### config.mk
export PLATFORM = sky130hd
export DESIGN_NAME = inference_scheduler
export DESIGN_NICKNAME = d
export VERILOG_FILES = /design/src/rtl/gesture_pkg.sv /design/src/rtl/window_timer.sv /design/src/rtl/inference_scheduler.sv
export SDC_FILE = /design/constraint.sdc
export NUM_CORES = 1
export LEC_CHECK = 0
export ABC_CLOCK_PERIOD_IN_PS = 2650
export CORE_MARGIN = 2
export CORE_UTILIZATION = 45
export DETAILED_ROUTE_END_ITERATION = 8
export PLACE_DENSITY = 0.63
export SLEW_MARGIN = 40
export SYNTH_ARGS = -nofsm -noshare
export SYNTH_HDL_FRONTEND = slang
export SYNTH_SLANG_ARGS = --single-unit
### constraint.sdc
create_clock -name clk -period 2.65 [get_ports clk]
set_input_delay 0.265 -clock clk [delete_from_list [all_inputs] [get_ports clk]]
set_output_delay 0.265 -clock clk [all_outputs]
set_load 0.05 [all_outputs]
### src/rtl/gesture_pkg.sv
// Shared types and constants for the gesture inference pipeline.
// Holds the scheduler state encoding, gesture codes and window sizing helper.
package gesture_pkg;

    typedef enum logic [2:0] {
        ST_IDLE     = 3'd0,
        ST_ACCUM    = 3'd1,
        ST_READOUT  = 3'd2,
        ST_CLASSIFY = 3'd3,
        ST_REPORT   = 3'd4
    } sched_state_e;

    localparam logic [1:0] GEST_UP    = 2'd0;
    localparam logic [1:0] GEST_DOWN  = 2'd1;
    localparam logic [1:0] GEST_LEFT  = 2'd2;
    localparam logic [1:0] GEST_RIGHT = 2'd3;

    function automatic int unsigned window_cycles(input int unsigned clk_freq_hz,
                                                  input int unsigned window_ms);
        return clk_freq_hz / 1000 * window_ms;
    endfunction

endpackage

### src/rtl/window_timer.sv
// Free-running wrap counter with terminal-count pulse; held at zero by clr.
// Latency: tc is combinational from the count register, asserted on the last cycle of each window.
// Backpressure: none; the counter never stalls.
module window_timer #(
    parameter int unsigned CYCLES = 100
) (
    input  logic clk,
    input  logic rst_n,
    input  logic clr,
    output logic tc
);

    localparam int W = (CYCLES > 1) ? $clog2(CYCLES) : 1;
    localparam logic [W-1:0] LAST = W'(CYCLES - 1);

    logic [W-1:0] cnt;

    always_ff @(posedge clk or negedge rst_n) begin
        if (!rst_n)
            cnt <= '0;
        else if (clr || cnt == LAST)
            cnt <= '0;
        else
            cnt <= cnt + 1'b1;
    end

    assign tc = !clr && (cnt == LAST);

endmodule

### src/rtl/inference_scheduler.sv
// Sequences one inference per observation window: readout, classify, gated report.
// Latency: readout_start one cycle after window end; result_valid one cycle after cls_result_valid.
// Backpressure: none; windows ending while busy are skipped and counted in overrun_count.
module inference_scheduler
    import gesture_pkg::*;
#(
    parameter int unsigned CLK_FREQ_HZ      = 12_000_000,
    parameter int unsigned WINDOW_MS        = 400,
    parameter int unsigned NUM_CELLS        = 1280,
    parameter int unsigned MIN_EVENT_THRESH = 20,
    parameter int unsigned TIMEOUT_CYCLES   = 4096,
    parameter int unsigned EVT_CNT_BITS     = 12
) (
    input  logic                    clk,
    input  logic                    rst_n,
    input  logic                    enable,
    input  logic                    event_accepted,
    output logic                    readout_start,
    output logic                    cls_start,
    input  logic                    readout_valid,
    input  logic                    cls_result_valid,
    input  logic [1:0]              cls_best_class,
    output logic                    result_valid,
    output logic [1:0]              result_class,
    output logic                    result_pass,
    output logic [EVT_CNT_BITS-1:0] window_events,
    output logic [7:0]              overrun_count,
    output logic                    timeout_err,
    output logic [2:0]              state_dbg
);

    localparam int unsigned WINDOW_CYCLES = window_cycles(CLK_FREQ_HZ, WINDOW_MS);
    localparam int BEAT_W = $clog2(NUM_CELLS + 1);
    localparam int TO_W   = $clog2(TIMEOUT_CYCLES + 1);
    localparam logic [BEAT_W-1:0]       LAST_BEAT = BEAT_W'(NUM_CELLS - 1);
    localparam logic [TO_W-1:0]         TO_LAST   = TO_W'(TIMEOUT_CYCLES - 1);
    localparam logic [EVT_CNT_BITS-1:0] EVT_MAX   = '1;
    localparam logic [EVT_CNT_BITS-1:0] THRESH    = EVT_CNT_BITS'(MIN_EVENT_THRESH);

    sched_state_e            state;
    logic                    tc;
    logic                    busy;
    logic                    waiting;
    logic [EVT_CNT_BITS-1:0] evt_cnt;
    logic [BEAT_W-1:0]       beat_cnt;
    logic [TO_W-1:0]         to_cnt;

    assign busy      = (state == ST_READOUT) || (state == ST_CLASSIFY) || (state == ST_REPORT);
    assign waiting   = (state == ST_READOUT) || (state == ST_CLASSIFY);
    assign state_dbg = state;

    window_timer #(.CYCLES(WINDOW_CYCLES)) u_window_timer (
        .clk   (clk),
        .rst_n (rst_n),
        .clr   (state == ST_IDLE),
        .tc    (tc)
    );

    // An event landing on the terminal-count cycle seeds the next window.
    always_ff @(posedge clk or negedge rst_n) begin
        if (!rst_n) begin
            evt_cnt       <= '0;
            window_events <= '0;
        end else if (state == ST_IDLE) begin
            evt_cnt <= '0;
        end else if (tc) begin
            window_events <= evt_cnt;
            evt_cnt       <= {{(EVT_CNT_BITS-1){1'b0}}, event_accepted};
        end else if (event_accepted && evt_cnt != EVT_MAX) begin
            evt_cnt <= evt_cnt + 1'b1;
        end
    end

    always_ff @(posedge clk or negedge rst_n) begin
        if (!rst_n) begin
            state         <= ST_IDLE;
            beat_cnt      <= '0;
            to_cnt        <= '0;
            readout_start <= 1'b0;
            cls_start     <= 1'b0;
            result_valid  <= 1'b0;
            result_class  <= '0;
            result_pass   <= 1'b0;
            overrun_count <= '0;
            timeout_err   <= 1'b0;
        end else begin
            readout_start <= 1'b0;
            cls_start     <= 1'b0;
            result_valid  <= 1'b0;
            if (tc && busy && overrun_count != 8'hFF)
                overrun_count <= overrun_count + 8'd1;
            if (waiting)
                to_cnt <= to_cnt + 1'b1;

            // Timeout outranks both the final beat and a same-cycle result.
            if (waiting && to_cnt == TO_LAST) begin
                timeout_err <= 1'b1;
                state       <= enable ? ST_ACCUM : ST_IDLE;
            end else begin
                case (state)
                    ST_IDLE: begin
                        if (enable)
                            state <= ST_ACCUM;
                    end
                    ST_ACCUM: begin
                        if (!enable) begin
                            state <= ST_IDLE;
                        end else if (tc) begin
                            state         <= ST_READOUT;
                            readout_start <= 1'b1;
                            cls_start     <= 1'b1;
                            beat_cnt      <= '0;
                            to_cnt        <= '0;
                        end
                    end
                    ST_READOUT: begin
                        if (readout_valid) begin
                            beat_cnt <= beat_cnt + 1'b1;
                            if (beat_cnt == LAST_BEAT)
                                state <= ST_CLASSIFY;
                        end
                    end
                    ST_CLASSIFY: begin
                        if (cls_result_valid) begin
                            result_class <= cls_best_class;
                            result_pass  <= (window_events >= THRESH);
                            result_valid <= 1'b1;
                            state        <= ST_REPORT;
                        end
                    end
                    ST_REPORT: begin
                        state <= enable ? ST_ACCUM : ST_IDLE;
                    end
                    default: state <= ST_IDLE;
                endcase
            end
        end
    end

endmodule

# ---- Word-level counts from Yosys, hierarchy flattened
# Index checks and enable logic that the tools add are counted.
dict set report totals {
  regBits 88
  in_bits 8
  out_inout_bits 30
  word_cells 82
}
dict set report op_classes {
  n_addsub 5
  order_cmp 1
  eq_ne 17
  muxes 29
  bitwise_logic 2
  n_reduce_logical 16
}
# cell count
set op_table {}
lappend op_table {{$mux 13} 5}
lappend op_table {{$mux 12} 3}
lappend op_table {{$mux 11} 3}
lappend op_table {{$add 23x1->23 const B} 1}
lappend op_table {{$eq 23x23->1 const B} 1}
lappend op_table {{$mux 23} 1}
lappend op_table {{$pmux 11 s2} 1}
lappend op_table {{$mux 3} 7}
lappend op_table {{$pmux 3 s5} 1}
lappend op_table {{$add 13x1->13 const B} 1}
lappend op_table {{$eq 13x12->1 const B} 1}
lappend op_table {{$add 12x1->12 const B} 1}
lappend op_table {{$ge 12x5->1 const B} 1}
lappend op_table {{$ne 12x12->1 const B} 1}
lappend op_table {{$add 11x1->11 const B} 1}
lappend op_table {{$eq 11x11->1 const B} 1}
lappend op_table {{$reduce_and 5->1} 2}
lappend op_table {{$add 8x1->8 const B} 1}
lappend op_table {{$mux 1} 8}
lappend op_table {{$ne 8x8->1 const B} 1}
lappend op_table {{$eq 3x2->1 const B} 2}
lappend op_table {{$ne 2x2->1 const B} 3}
lappend op_table {{$ne 3x2->1 const B} 2}
lappend op_table {{$logic_and 1x1->1} 5}
lappend op_table {{other kinds (13)} 16}

# ---- Longest topological paths before layout
# Gate-level depths: netlist (run 1).
dict set report depth {
  ltp_word 7
  depth_mapped 7
}

# ---- Modules after synthesis
# Synthesis (run 1) repeated with hierarchy kept, for this count alone.
dict set report hier_totals {
  cells_unflattened 440
  area_unflattened_um2 4464.3
}
# mod n_inst cells_per_inst area_each_um2 seq_area_each_um2
set modules_own_cells {}
lappend modules_own_cells {inference_scheduler 1 313 3273.1 1626.6}
lappend modules_own_cells {window_timer 1 127 1191.1 575.6}

# ---- Worst setup path after synthesis (run 1)
# No wires, ideal clock.
dict set report synth_path {
  path_kind {register to register}
  from {reg state[1], in the netlist state_dbg[1]}
  to {reg beat_cnt[6]}
  setup_time_ps 79
  arrival_ps 2149
  path_slack_ps 422
  stages_incl_launch_ff 8
  path_cell_list {dfrtp_1 buf_2 nor2b_1 a221oi_2 nand2_1 buf_2 nor4_1 mux2i_1}
}
dict set report synth_between {
  elab_chain_cells 5
  elab_cells_between_ends 15
  cone_classes {eq/ne: 6; mux: 1; bitwise: 1; reduce/logical: 7}
}
# element line_no
set synth_lines {}
lappend synth_lines {{start: declaration} inference_scheduler.sv:40} ;# sched_state_e state;
lappend synth_lines {{start signal: assignment} inference_scheduler.sv:98} ;# state <= enable ? ST_ACCUM : ST_IDLE;
lappend synth_lines {{start signal: assignment} inference_scheduler.sv:132} ;# state <= enable ? ST_ACCUM : ST_IDLE;
lappend synth_lines {{$logic_not 3->1 (tied with other cells)} inference_scheduler.sv:55} ;# .clr (state == ST_IDLE),
lappend synth_lines {{$logic_not 1->1 or $logic_or 1x1->1 (tied branches)} {window_timer.sv:27, inference_scheduler.sv:49}}
lappend synth_lines {{$logic_and 1x1->1 (on tied branches)} {window_timer.sv:27, inference_scheduler.sv:96}}
lappend synth_lines {{$ne 2x2->1 (no source line) or $not 1->1 (tied branches)} -}
lappend synth_lines {{$reduce_and 5->1 (no source line)} -}
lappend synth_lines {{end signal: assignment} inference_scheduler.sv:118} ;# beat_cnt <= beat_cnt + 1'b1;
lappend synth_lines {{end: declaration} inference_scheduler.sv:45} ;# logic [BEAT_W-1:0] beat_cnt;
# Several ways; a longest one is shown, not always the timed one.
# A chain may end at the register's enable or synchronous reset.

# ---- Worst setup path in the final report (run 1)
dict set report layout_path {
  from {reg state[1], in the netlist state_dbg[1]}
  to {reg beat_cnt[7]}
}
# The elaborated chain is that of the path after synthesis.

==> metrics.md, run 1 <==
| Metric | Value |
|---|---|
| Status | finished clean |
| Post-synth EDFFs | 0 |
| Top Ports | 38 |
| Ant. Diodes | 0 |
| Chip width | 103 µm |
| Share of layout cells above drive strength 1 | 0.0957 |
| Worst Tran Pin Value | approximately 0.74 ns |
| Post CTS Setup Buffer Count | 0 |
| Async SR Flop Fraction | 1.00 |
| Power Dens Cells | ~760 nW/µm² |
| Peak Freq | 440 MHz |
| Max_cap viols | 0 |
| CP cell instances | nor2b_1 -> a221oi_2 -> nand2_1 -> or4b_1 -> a21oi_1 |
| Nets@finish | 478 |
| Overall routed net length | roughly 8700 µm |
| Slew Viols, Final | 0 |
| Most frequent cells in the layout | 88 x dfrtp_1, 65 x nor2_1, 36 x clkdlybuf4s50_1, 31 x nand3_1, 28 x xor2_1 |
| Fin crit share | 0.858 |
| Iteration-0 DRC Markers | roughly 120 |
| FILL cells | 909 |
| Clk_lat worst skew | 0.36 ns |
| Synth Instances | 430 |
| WP data required | 2.94 ns |
| Slowest stage delay, CP | 0.58 ns |
| Hpwl dp | 5960 µm |
| # port buffers | 37 |
| Hold wc startpoint | timeout_err$_DFFE_PN0P_ |
| Slowest cell on the critical path | or4b_1 |
| Vias | 3272 |
| Synth warn | 0 |
| Routed Antenna Nets | 0 |
| Combinational share of power | 0.285 |
| Die Area | 10600 µm² |
| Core area | 9640 µm² |
| Flops & latches, synth | 88 |
| CTS sink cnt | 88 |
| Initial antenna violation count | 0 |
| Predominant post-synthesis flop cell | dfrtp_1 |
| Power share of the clock group | 0.241 |
| Yosys cell types | 47 |
| Sequential share of the synthesized area | 0.499 |
| Lkg Pwr | 2.23 nW |
| Pin count of the biggest net entering global routing | 56 |
| First-pass GRT wire length | about 15000 µm |
| Die Y | 103 µm |
| Final setup vio count | 0 |
| CTS Buffer Depth | 2 |
| Setup TNS | 0 ns |
| Hold Path Sink | timeout_err$_DFFE_PN0P_ |
| Reg2reg path depth | 5 |
| Hold depth | 1 |
| Worst Skew | 0.00870 ns |
| Initial Utilization | 0.458 |
| Cell area after synthesis | 4410 µm² |
| Reg clk slew, reported paths | 0.09 ns |
| Cell internal pwr | 2.42 mW |
| Vias in the first global route | 3177 |
| CP Launch Type | flip-flop |
| Setup CP Type | reg2reg |
| Sw power | 1.46 mW |
| Maximum VDD drop | 282 µV |
| Crit Path Max Fanout | 15 |
| Flip-flop and latch area | between 2000 and 2500 µm² |
| Hold crit path type | reg2reg |
| Fin. Hold Viols | 0 |
| Final min period | 2.27 ns |
| Unrepaired setup endpoints after global routing | false |
| Layout area overhead | 15.7% |
| GRT Residual Overflow | 0 |
| Sw Ratio | 0.377 |
| Htree depth | 3 |
| GP Congestion | 0.808 |
| Clk root buf | clkbuf_8 |
| Worst r2r dst | beat_cnt[7]$_DFFE_PN0P_ |
| CTS tree | yes |
| Vias per cell | ~5.4 |
| DRC Markers | 0 |
| CP endpoint kind | flip-flop |
| R2R Setup Slk | 0.38 ns |
| Routed length per instance | 14.4 µm |
| Critical path data arrival time | 2.56 ns |
| Slew headroom | 0.502 |
| # rows | 36 |
| Drt first pass iters | 4 |
| CTS buffer count | 9 |
| Synth Area per Inst | 10.3 µm² |
| Multi-input gate area | ~2100 µm² |
| GRT Util Overall | 0.179 |
| Worst reg2reg startpoint | state_dbg[1]$_DFFE_PN0P_ |
| Most common cell after layout, fill and taps aside | dfrtp_1 |
| Hold_ws | approximately 0.48 ns |
| Sequential power share | 0.473 |
| Syn Nets | 443 |
worst max-delay path, delay by kind of cell (launching register included):
kind	cells	cell delay, ns
AO/OA/AOI/OAI	2	0.51
flip-flops	1	0.54
AND/OR/NAND/NOR	3	1.15
layer usage:
layer  routed length [µm]  up-vias  part of all wire  GRT usage
li1                     -     1586                 -          -
met1                 4160     1600              0.48      0.232
met4                  232        0             0.027     0.0830
met2                 3940       66              0.45      0.285
met3                  334       20             0.039     0.0393
met5                    0        -                 0          0
worst max-delay path by stage:
stage | start | end | slack, ns | cells past startpoint
after floorplan | state_dbg[1]$_DFFE_PN0P_ | beat_cnt[6]$_DFFE_PN0P_ | 0.42 | 7
after global placement | enable | beat_cnt[3]$_DFFE_PN0P_ | 0.40 | 6
after detailed placement | enable | beat_cnt[7]$_DFFE_PN0P_ | 0.33 | 6
after CTS | state_dbg[0]$_DFFE_PN0P_ | beat_cnt[4]$_DFFE_PN0P_ | 0.38 | 5
after global routing | state_dbg[0]$_DFFE_PN0P_ | beat_cnt[9]$_DFFE_PN0P_ | 0.13 | 5
final | state_dbg[1]$_DFFE_PN0P_ | beat_cnt[7]$_DFFE_PN0P_ | 0.38 | 5
state kept, by name, indices dropped and copies added, names as in the netlist, 2 cells and up:
name	flops
window_events	12
to_cnt	13
evt_cnt	12
result_class	2
u_window_timer.cnt	23
overrun_count	8
beat_cnt	11
state_dbg	3
area by class of cell:
cell class / count / area share
clock buffer: 9 / 0.0243
tap: 133 / 0.0326
sequential: 88 / 0.431
clock inverter: 7 / 0.0137
timing repair buffer: 43 / 0.0838
inverter: 6 / 0.00441
multi-input combinational: 317 / 0.410
cells in the mapped netlist, types with 2 or more instances:
| cell | number | share of area |
|---|---|---|
| a31oi_1 | 2 | 0.0028 |
| ha_1 | 5 | 0.014 |
| nand3b_1 | 2 | 0.0034 |
| and3_1 | 15 | 0.021 |
| nand4_1 | 19 | 0.027 |
| nor4b_2 | 2 | 0.0068 |
| buf_2 | 3 | 0.0034 |
| mux2_4 | 10 | 0.034 |
| or4_1 | 6 | 0.010 |
| and4b_1 | 2 | 0.0045 |
| nor2b_1 | 7 | 0.0099 |
| mux2i_1 | 3 | 0.0068 |
| o211ai_1 | 3 | 0.0051 |
| nand3_1 | 31 | 0.035 |
| inv_1 | 6 | 0.0051 |
| dfrtp_1 | 88 | 0.50 |
| a21oi_1 | 7 | 0.0079 |
| and4_1 | 10 | 0.020 |
| xnor2_1 | 21 | 0.042 |
| clkbuf_1 | 12 | 0.010 |
| o21ai_0 | 6 | 0.0068 |
| buf_4 | 3 | 0.0051 |
| nand2_1 | 27 | 0.023 |
| nor3_1 | 10 | 0.011 |
| mux2_2 | 6 | 0.015 |
| nor4_1 | 5 | 0.0071 |
| nand2b_1 | 4 | 0.0057 |
| xor2_1 | 28 | 0.056 |
| o31ai_1 | 5 | 0.0085 |
| nor2_1 | 65 | 0.055 |
power groups by stage:
stage	clock [mW]	combinational [mW]	sequential [mW]
final	0.935	1.11	1.83
after global routing	1.01	1.25	1.88
after CTS	0.963	1.12	1.83
after detailed placement	0	1.11	1.86
after global placement	0	1.09	1.85
after floorplan	0	0.735	1.90
logic make-up (layout without fill, tap and decap cells):
| family | Yosys count | after routing | synth area share |
|---|---|---|---|
| and+or+nand+nor | 213 | 213 | 0.258 |
| DFF | 88 | 88 | 0.499 |
| xor gates and xnor gates | 49 | 49 | 0.0973 |
| AOI/OAI and AO/OA | 31 | 31 | 0.0488 |
| buffers and inverters | 25 | 65 | 0.0264 |
| muxes | 19 | 19 | 0.0562 |
| adders and majority gates | 5 | 5 | 0.0142 |
repair_timing:
action	4_1_cts	5_1_grt
hold buffers	1	0
resized for setup	0	0
hold endpoints to repair	54	0
stage by stage:
stage	setup slack [ns]	utilization	area [µm²]	cells	power, mW
finish	0.377	0.530	5110	603	3.88
floorplan	0.422	-	4410	430	2.64
detailed placement	0.326	0.509	4900	586	2.97
CTS	0.383	0.530	5110	603	3.92
global route	0.127	0.530	5110	603	4.14
global placement	0.399	0.509	4900	586	2.94
No activity file was read; power rests on OpenSTA's default activity.
==> run 2: changes to the inputs <==
--- a/config.mk
+++ b/config.mk
@@ -8,6 +8,7 @@
 export ABC_CLOCK_PERIOD_IN_PS = 2650
 export CORE_MARGIN = 2
 export CORE_UTILIZATION = 45
+export CTS_BUF_LIST = sky130_fd_sc_hd__clkbuf_4 sky130_fd_sc_hd__clkbuf_8
 export DETAILED_ROUTE_END_ITERATION = 8
 export PLACE_DENSITY = 0.63
 export SLEW_MARGIN = 40
==> results of run 2 <==
Same layout as run 1: the final DEF is identical, and so are final timing and power.
==> run 3: changes to the inputs <==
--- a/config.mk
+++ b/config.mk
@@ -6,11 +6,12 @@
 export NUM_CORES = 1
 export LEC_CHECK = 0
 export ABC_CLOCK_PERIOD_IN_PS = 2650
+export CELL_PAD_IN_SITES_DETAIL_PLACEMENT = 0
+export CELL_PAD_IN_SITES_GLOBAL_PLACEMENT = 1
 export CORE_MARGIN = 2
-export CORE_UTILIZATION = 45
-export CTS_BUF_LIST = sky130_fd_sc_hd__clkbuf_4 sky130_fd_sc_hd__clkbuf_8
+export CORE_UTILIZATION = 46
 export DETAILED_ROUTE_END_ITERATION = 8
-export PLACE_DENSITY = 0.63
+export PLACE_DENSITY = 0.78
 export SLEW_MARGIN = 40
 export SYNTH_ARGS = -nofsm -noshare
 export SYNTH_HDL_FRONTEND = slang
==> metrics.md, run 3 (synthesis results as in run 1) <==
| Metric | Value |
|---|---|
| Status | finished clean (unchanged) |
| CTS sink cnt | 88 (unchanged) |
| Delay-heaviest family, CP | simple AND/OR/NAND/NOR gates (unchanged) |
| Hold_ws | 0.399 ns (was 0.484 ns) |
| Unrepaired setup endpoints after global routing | false (unchanged) |
| Most common cell after layout, fill and taps aside | dfrtp_1 (unchanged) |
| # port buffers | 37 (unchanged) |
| Final min period | 2.35 ns (was 2.27 ns) |
| Crit path depth | 5 (unchanged) |
| Clk root buf | clkbuf_8 (unchanged) |
| Power Dens Cells | 761 nW/µm² (was 759 nW/µm²) |
| Slew headroom | 0.605 (was 0.502) |
| Die Area | 10400 µm² (was 10600 µm²) |
| Post CTS Setup Buffer Count | 0 (unchanged) |
| Reg2reg path depth | 5 (unchanged) |
| Buffers plus inverters on the worst setup path | 0 (unchanged) |
| Max FFs per register | 23 (unchanged) |
| Clk_lat worst skew | 0.35 ns (was 0.36 ns) |
| Slowest stage delay, CP | 0.63 ns (was 0.58 ns) |
| Slew Viols, Final | 0 (unchanged) |
| CP Launch Type | flip-flop (unchanged) |
| Nets@finish | 477 (was 478) |
| Initial antenna violation count | 0 (unchanged) |
| Fin. Hold Viols | 0 (unchanged) |
| Final core utilization | 0.551 (was 0.530) |
| Crit path to | beat_cnt[3]$_DFFE_PN0P_ (was beat_cnt[7]$_DFFE_PN0P_) |
| Core area | 9280 µm² (was 9640 µm²) |
| Finished Cell Area | 5120 µm² (was 5110 µm²) |
| Max_cap viols | 0 (unchanged) |
| Pin count of the biggest net entering global routing | 55 (was 56) |
| Crit. Startpoint | state_dbg[0]$_DFFE_PN0P_ (was state_dbg[1]$_DFFE_PN0P_) |
| Crit Path Max Fanout | 17 (was 15) |
| Initial Utilization | 0.475 (was 0.458) |
| Peak Freq | 426 MHz (was 440 MHz) |
| Vias per cell | 5.39 (was 5.43) |
| Worst reg2reg startpoint | state_dbg[0]$_DFFE_PN0P_ (was state_dbg[1]$_DFFE_PN0P_) |
| Critical path data arrival time | 2.63 ns (was 2.56 ns) |
| # rows | 35 (was 36) |
| Setup CP Type | reg2reg (unchanged) |
| Most frequent cells in the layout | 88 x dfrtp_1, 65 x nor2_1, 36 x clkdlybuf4s50_1, 31 x nand3_1, 28 x xor2_1 (unchanged) |
| CTS buffer count | 9 (unchanged) |
| Maximum VDD drop | 277 µV (was 282 µV) |
| Drt first pass iters | 4 (unchanged) |
| First-pass GRT wire length | 14600 µm (was 14800 µm) |
| Share of layout cells above drive strength 1 | 0.0917 (was 0.0957) |
| Ant. Diodes | 0 (unchanged) |
| Hold crit path type | in2async (was reg2reg) |
| GRT Residual Overflow | 0 (unchanged) |
| Cells resized by post-CTS repair | 0 (unchanged) |
| CTS Buffer Depth | 2 (unchanged) |
| CP cell instances | nor2b_1 -> a221oi_2 -> nand2_1 -> or4_1 -> a21oi_1 (was nor2b_1 -> a221oi_2 -> nand2_1 -> or4b_1 -> a21oi_1) |
| Iteration-0 DRC Markers | 109 (was 124) |
| Placed cell area | 4900 µm² (unchanged) |
| Hpwl dp | 5870 µm (was 5960 µm) |
| CTS tree | yes (unchanged) |
| Die Y | 102 µm (was 103 µm) |
| Biggest register | u_window_timer.cnt (unchanged) |
| Worst r2r dst | beat_cnt[3]$_DFFE_PN0P_ (was beat_cnt[7]$_DFFE_PN0P_) |
| Layout area overhead | 16.0% (was 15.7%) |
| Lkg Pwr | 2.21 nW (was 2.23 nW) |
| Chip width | 102 µm (was 103 µm) |
| GRT Util Overall | 0.175 (was 0.179) |
| R2R Setup Slk | 0.30 ns (was 0.38 ns) |
| Fin crit share | 0.887 (was 0.858) |
| WP data required | 2.93 ns (was 2.94 ns) |
| Final setup vio count | 0 (unchanged) |
| Slowest cell on the critical path | dfrtp_1 (was or4b_1) |
| Routed length per instance | 14.5 µm (was 14.4 µm) |
| CP endpoint kind | flip-flop (unchanged) |
| Worst Skew | 0.0130 ns (was 0.00870 ns) |
| Routed Antenna Nets | 0 (unchanged) |
| Vias | 3221 (was 3272) |
| Vias in the first global route | 3036 (was 3177) |
| Setup TNS | 0 ns (unchanged) |
| Overall routed net length | 8660 µm (about the same) |
| DRC Markers | 0 (unchanged) |
| Worst Tran Pin Value | 0.592 ns (was 0.745 ns) |
| Total Power | 3.90 mW (was 3.88 mW) |
| Reg clk slew, reported paths | 0.09 ns (about the same) |
| Regs by FF count | u_window_timer.cnt (23), to_cnt (13) (unchanged) |
| GP Congestion | 0.832 (was 0.808) |
| Htree depth | 3 (unchanged) |
| Top Ports | 38 (unchanged) |
-- run 3: changes by cell type in the layout (fill, tap and decap cells not counted) --
cell	before	now
clkinvlp_4	1	4
clkinv_2	3	0
clkbuf_1	0	1
a31oi_4	0	1
buf_4	5	3
inv_6	2	1
a31oi_2	1	0
buf_12	1	2
-- run 3: power breakdown --
group          internal, mW  switching [mW]
registers              1.56           0.266
logic                 0.446           0.694
clock network         0.439           0.494
-- run 3: worst min path at each step --
stage	startpoint	end	slack, ns	cells after the start
finish	rst_n	window_events[6]$_DFFE_PN0P_	0.40	2
global route	rst_n	window_events[7]$_DFFE_PN0P_	0.43	2
CTS	rst_n	window_events[7]$_DFFE_PN0P_	0.41	2
detailed placement	rst_n	window_events[7]$_DFFE_PN0P_	0.25	1
global placement	rst_n	window_events[7]$_DFFE_PN0P_	0.25	1
floorplan	rst_n	beat_cnt[0]$_DFFE_PN0P_	-0.03	0
-- run 3: layer usage --
layer	wire length [µm]	track usage	vias to the layer above	share of wire
li1	-	-	1586	-
met1	4460	0.244	1549	0.51
met2	3720	0.271	71	0.43
met3	320	0.0328	15	0.037
met4	159	0.0687	0	0.018
met5	0	0	-	0
-- run 3: final cells by class --
| class | instances | area (µm²) |
|---|---|---|
| Fill cell | 845 | 4170 |
| Clock buffer | 10 | 128 |
| Sequential cell | 88 | 2200 |
| Timing Repair Buffer | 42 | 433 |
| Clock inverter | 6 | 68.8 |
| Multi-Input combinational cell | 317 | 2100 |
| Inverter | 6 | 22.5 |
| Tap cell | 129 | 161 |
-- run 3: timing repair --
item	CTS	global route
setup endpoints to repair	0	0
endpoints found under the hold margin	34	0
hold buffers	1	0
-- run 3: per-stage QoR --
| stage | setup WS [ns] | std cells |
|---|---|---|
| after CTS | 0.356 | 598 |
| after global placement | 0.333 | 581 |
| after floorplan | 0.422 | 430 |
| after detailed placement | 0.242 | 581 |
| after global routing | 0.134 | 598 |
| final | 0.300 | 598 |
